`config.mk`:
```
export PLATFORM = sky130hd
export DESIGN_NAME = forth_boot_loader
export DESIGN_NICKNAME = d
export VERILOG_FILES = /design/src/rtl/forth_pkg.sv /design/src/rtl/forth_boot_loader.sv
export SDC_FILE = /design/constraint.sdc
export NUM_CORES = 1
export LEC_CHECK = 0
export ABC_AREA = 1
export CAP_MARGIN = 20
export CELL_PAD_IN_SITES_DETAIL_PLACEMENT = 1
export CELL_PAD_IN_SITES_GLOBAL_PLACEMENT = 1
export CORE_MARGIN = 4
export CORE_UTILIZATION = 35
export CTS_CLUSTER_DIAMETER = 100
export DETAILED_ROUTE_END_ITERATION = 10
export PLACE_DENSITY_LB_ADDON = 0.12
export SLEW_MARGIN = 20
export SYNTH_ARGS = -nofsm -noshare
export SYNTH_HDL_FRONTEND = slang
export SYNTH_SLANG_ARGS = --single-unit
```
`constraint.sdc`:
```
create_clock -name clk -period 1.4 [get_ports clk]
set_clock_uncertainty 0.1 [all_clocks]
set_input_delay 0.14 -clock clk [delete_from_list [all_inputs] [get_ports clk]]
set_output_delay 0.14 -clock clk [all_outputs]
set_load 0.02 [all_outputs]
```
`src/rtl/forth_pkg.sv`:
```
// Shared constants and loader state encoding for the Forth core.
package forth_pkg;

  localparam logic [7:0]  LOADER_MAGIC = 8'hA5;
  localparam logic [15:0] OP_NOP       = 16'he040;

  typedef enum logic [2:0] {
    ST_IDLE,
    ST_LEN_HI,
    ST_LEN_LO,
    ST_DATA_HI,
    ST_DATA_LO,
    ST_CSUM,
    ST_RUN,
    ST_ERR
  } loader_state_e;

  // States in which a frame is being received.
  function automatic logic is_loading(loader_state_e s);
    return (s == ST_LEN_HI) || (s == ST_LEN_LO) || (s == ST_DATA_HI) ||
           (s == ST_DATA_LO) || (s == ST_CSUM);
  endfunction

endpackage

```
`src/rtl/forth_boot_loader.sv`:
```
// Boot/reload sequencer: receives a framed image byte stream, writes it into
// instruction RAM and holds the core in reset until the checksum matches.
module forth_boot_loader
  import forth_pkg::*;
#(
  parameter int unsigned iaddr_width = 10,
  parameter int unsigned instr_width = 16
) (
  input  logic                   clk,
  input  logic                   reset,
  input  logic [7:0]             rx_data,
  input  logic                   rx_valid,
  output logic                   rx_ready,
  input  logic [iaddr_width-1:0] cpu_iaddr,
  output logic                   cpu_reset,
  output logic [iaddr_width-1:0] imem_addr,
  output logic [instr_width-1:0] imem_wdata,
  output logic                   imem_we,
  output logic                   loading,
  output logic                   error
);

  localparam int unsigned CNT_W = iaddr_width + 1;
  localparam int unsigned DEPTH = 32'd1 << iaddr_width;

  loader_state_e          state_q, state_d;
  logic [7:0]             len_hi_q, len_hi_d;
  logic [7:0]             hi_q, hi_d;
  logic [7:0]             csum_q, csum_d;
  logic [iaddr_width-1:0] waddr_q, waddr_d;
  logic [CNT_W-1:0]       remain_q, remain_d;
  logic                   cpu_reset_q, cpu_reset_d;
  logic                   we_q, we_d;
  logic [instr_width-1:0] wdata_q, wdata_d;
  logic                   error_q, error_d;
  logic                   loading_q, loading_d;
  logic [15:0]            len_w;

  assign len_w = {len_hi_q, rx_data};

  // Next-state, counters and registered output values.
  always_comb begin
    state_d     = state_q;
    len_hi_d    = len_hi_q;
    hi_d        = hi_q;
    csum_d      = csum_q;
    waddr_d     = we_q ? waddr_q + iaddr_width'(1) : waddr_q;
    remain_d    = remain_q;
    cpu_reset_d = cpu_reset_q;
    we_d        = 1'b0;
    wdata_d     = wdata_q;
    error_d     = error_q;
    if (rx_valid) begin
      unique case (state_q)
        ST_IDLE, ST_RUN, ST_ERR: begin
          if (rx_data == LOADER_MAGIC) begin
            state_d     = ST_LEN_HI;
            waddr_d     = '0;
            remain_d    = '0;
            csum_d      = '0;
            cpu_reset_d = 1'b1;
            error_d     = 1'b0;
          end
        end
        ST_LEN_HI: begin
          len_hi_d = rx_data;
          csum_d   = csum_q ^ rx_data;
          state_d  = ST_LEN_LO;
        end
        ST_LEN_LO: begin
          csum_d = csum_q ^ rx_data;
          if (len_w == 16'd0) begin
            state_d = ST_CSUM;
          end else if (32'(len_w) > DEPTH) begin
            state_d = ST_ERR;
            error_d = 1'b1;
          end else begin
            remain_d = CNT_W'(len_w);
            state_d  = ST_DATA_HI;
          end
        end
        ST_DATA_HI: begin
          hi_d    = rx_data;
          csum_d  = csum_q ^ rx_data;
          state_d = ST_DATA_LO;
        end
        ST_DATA_LO: begin
          csum_d   = csum_q ^ rx_data;
          we_d     = 1'b1;
          wdata_d  = instr_width'({hi_q, rx_data});
          remain_d = remain_q - CNT_W'(1);
          state_d  = (remain_q == CNT_W'(1)) ? ST_CSUM : ST_DATA_HI;
        end
        ST_CSUM: begin
          if (rx_data == csum_q) begin
            state_d     = ST_RUN;
            cpu_reset_d = 1'b0;
          end else begin
            state_d = ST_ERR;
            error_d = 1'b1;
          end
        end
        default: state_d = ST_IDLE;
      endcase
    end
    loading_d = is_loading(state_d);
  end

  // State and datapath registers, synchronous reset.
  always_ff @(posedge clk) begin
    if (reset) begin
      state_q     <= ST_IDLE;
      len_hi_q    <= '0;
      hi_q        <= '0;
      csum_q      <= '0;
      waddr_q     <= '0;
      remain_q    <= '0;
      cpu_reset_q <= 1'b1;
      we_q        <= 1'b0;
      wdata_q     <= '0;
      error_q     <= 1'b0;
      loading_q   <= 1'b0;
    end else begin
      state_q     <= state_d;
      len_hi_q    <= len_hi_d;
      hi_q        <= hi_d;
      csum_q      <= csum_d;
      waddr_q     <= waddr_d;
      remain_q    <= remain_d;
      cpu_reset_q <= cpu_reset_d;
      we_q        <= we_d;
      wdata_q     <= wdata_d;
      error_q     <= error_d;
      loading_q   <= loading_d;
    end
  end

  // RAM port belongs to the loader while the core is held in reset.
  assign imem_addr  = cpu_reset_q ? waddr_q : cpu_iaddr;
  assign imem_we    = we_q;
  assign imem_wdata = wdata_q;
  assign cpu_reset  = cpu_reset_q;
  assign error      = error_q;
  assign loading    = loading_q;
  assign rx_ready   = 1'b1;

endmodule

```
==> summary.txt <==
Routing
  – DRT iter0 DRCs: 292
  – Via density: 5.72
  – DRT Pass-1 Iters: 6
  – Routed via count: 4689
  – Residual DRC: 0
  – Routed WL: 20600 um
  – Routed Antenna Nets: 0
  – WL/cell: 25.2 um

Die
  – Die ar.: 11500 sq um
  – Chip width: 107 um
  – Core area: 9420 sq um
  – IO Count: 52
  – Starting Density: 36.6%
  – Die Y-Extent: 107 um
  – Row cnt: 35

Power
  – Pwr Density: 1920 nW/um^2
  – Maximum vdd drop: 1.18 mV
  – LEAKAGE: 0.00271 uW
  – Total Power: 12200 uW

GRT
  – Antenna violations before repair: 0
  – Largest net degree at the start of global routing: 24
  – Total global-route track usage: 25.9%
  – Vias in the first global route: 4460
  – Residual overflow from global routing: 0
  – First-pass GRT wire length: 23300 um

CTS
  – Cts hold-fix bufs: 0
  – Clock tree buffer depth: 2
  – Root buf cell: clkbuf_8
  – CTS tree: yes
  – Worst-Skew Late Latency: 380 ps
  – Clock slew at reported path FFs: 100 ps
  – H-tree Lvls: 3
  – CTS sink cnt: 68
  – Number of CTS-inserted buffers: 9

Synthesis
  – Yosys top cell area share: 39.5%
  – Ys Warns: 0
  – Top cells by area, synth: dfxtp_1 39%, nand2_1 10%, nor2_1 9.4%, a21oi_1 8.6%, nand3_1 5.8%
  – Syn Nets: 534
  – Synth Flop Type: dfxtp_1
  – Synth unique cells: 34
  – Yosys top cell by area: dfxtp_1
  – Seq cells post-synth: 68
  – Async SR Flop Fraction: 0%
  – Post-Syn Area: 3450 sq um
  – Cells after Synth: 510
  – Sequential share of the synthesized area: 39.5%
  – Mean post-synth cell area: 6.76 sq um
  – Post-synth EDFFs: 0

Placement
  – Routability cong.: 0.836
  – Dpl ws: -618 ps
  – # port buffers: 50
  – Post-DP HPWL: 9270 um

STA
  – Setup Viol. Count Final: 63
  – Timing-limited maximum frequency: 548 MHz
  – Fin Setup TNS: -8420 ps
  – Hold_ws: 214 ps
  – Max-slew violations: 0
  – Setup ws final: -425 ps
  – Fin crit period: 1820 ps
  – Final period utilization: 130%
  – Setup repair after global routing missed its margin: yes
  – Hold Vio Cnt, Final: 0

Critical path
  – Crit-path cells: inv_8, buf_4, nand3_2, nand2_2, a21oi_2, nand2_2, inv_2, nand3_2, nand2_2, nand2_1, nor2_1, nor2_1
  – R2r worst-path depth: 12
  – R2R Path Start: state_q[2]
  – Most used cell, CP: nand2_2
  – Slowest-stage cell, CP: dfxtp_4
  – Critical-path maximum fanout: 6
  – Critical path class: flip-flop to flip-flop
  – CP Launch Type: flip-flop
  – Worst path required time: 1540 ps
  – Arr. time, crit path: 1970 ps
  – Endpoint class of the critical path: flip-flop
  – Slowest stage delay, CP: 400 ps
  – Reg2reg end: loading
  – Worst Path Buf+Inv: 3
  – CP top delay family: simple AND/OR/NAND/NOR gates
  – R2r setup slk: -420 ps

Final layout
  – Area grow syn2layout: 83.7%
  – ANT cells: 0
  – Share of cells above drive strength 1: 52.8%
  – Nets: 710
  – FF/Latch Area: 1400 sq um
  – Fill count: 1073
  – Multi-input gate area: 2620 sq um
  – Util after Layout: 67.3%

Worst hold path
  – WHS Endpoint: imem_wdata[2]
  – Hold_sp: rx_data[2]
  – Hold Path Stages: 3
  – Min-Delay Path Class: primary input to flip-flop

Run
  – Max_cap viols: 0

Outcome
  – Failing checks: negative setup slack
  – Status: finished, violations left
layout by cell type (no fill, tap or decap), types with 4 or more instances in the layout:
cell type	instances
nand3_4	8
dlygate4sd2_1	28
nand3_1	26
buf_4	89
clkinv_4	4
o21ai_1	11
a21oi_2	24
nand2_1	64
nand2_4	8
nor2_2	26
buf_12	6
inv_2	10
nor2_4	20
dfxtp_4	7
nor2_1	43
inv_4	6
nand2_2	24
buf_6	44
nand3_2	11
dfxtp_2	11
a21oi_1	32
o21ai_0	13
clkbuf_8	9
inv_1	36
o21ai_2	18
clkdlybuf4s50_1	11
dfxtp_1	50
sequential cells by signal, summed over array words and instances, names as in the netlist:
name and count:
remain_q 11, error 1, csum_q 8, cpu_reset 1
state_q 3, imem_we 1, waddr_q 10, loading 1
len_hi_q 8, imem_wdata 16, hi_q 8
metrics by stage:
| stage | cell area (sq um) | instances |
|---|---|---|
| final | 6340 | 820 |
| after global routing | 6340 | 820 |
| after CTS | 5520 | 793 |
| after detailed placement | 4810 | 760 |
| after global placement | 4810 | 760 |
| after floorplan | 3530 | 510 |
tightest hold or removal path: cells and delay by family:
kind,cells,cell delay (ps)
compound gates,1,70
buf+inv,1,300
simple gates,1,130
metal layers:
layer	wire [um]	vias to the layer above	part of all wire [%]	global-route usage [%]
met5	0	-	0	0
met4	1510	0	7.3	12.3
met3	1150	122	5.5	3.66
met2	10600	257	52	47.6
met1	7350	2300	36	29.2
li1	-	2010	-	-
worst max-delay path by stage:
stage / startpoint / endpoint / slack [ps] / cells past startpoint
2_1_floorplan: remain_q[1] / remain_q[8] / -30 / 12
3_5_place_dp: rx_data[2] / remain_q[2] / -620 / 9
6_report: state_q[2] / loading / -420 / 12
5_1_grt: state_q[2] / loading / -490 / 12
3_3_place_gp: rx_data[2] / remain_q[10] / -530 / 9
4_1_cts: cpu_reset / imem_addr[8] / -180 / 3
cell usage after synthesis (3+ instances only):
cell,instances
nand3_2,5
inv_1,51
o21ai_0,29
nor2_2,3
ha_1,3
nand3_1,40
o22ai_1,5
nor2_1,86
mux2_2,3
o21ai_1,13
nand2_2,4
nand2_1,93
inv_2,6
dfxtp_1,68
xor2_1,5
clkbuf_1,10
buf_2,4
a21oi_1,59
xnor2_1,4
cell families after synthesis:
| group | synth area share (%) |
|---|---|
| AOI/OAI and AO/OA | 16.5 |
| xor gates and xnor gates | 2.28 |
| adders and majority gates | 1.09 |
| buffers and inverters | 8.85 |
| DFF | 39.5 |
| muxes | 0.979 |
| other | 0.109 |
| and+or+nand+nor | 30.8 |
power breakdown:
part,switching (uW),internal [uW]
sequential,425,2300
combinational,4410,3230
clock,980,837
area by class of cell:
class                   instances  area share (%)
clock inverters                 7            1.20
flip-flops and latches         68            22.1
inverters                      58            4.23
well taps                     129            2.55
clock buffers                   9            1.95
multi-input cells             368            41.4
repair buffers                181            26.6
repair_timing:
action | CTS | global route
hold endpoints to repair | 0 | 0
gates cloned | 2 | 2
buffers inserted | 15 | 28
gates resized for setup | 206 | 175
pin swaps | 45 | 64
endpoints found under the setup margin | 74 | 76
Power figures use the tool's default switching activity.
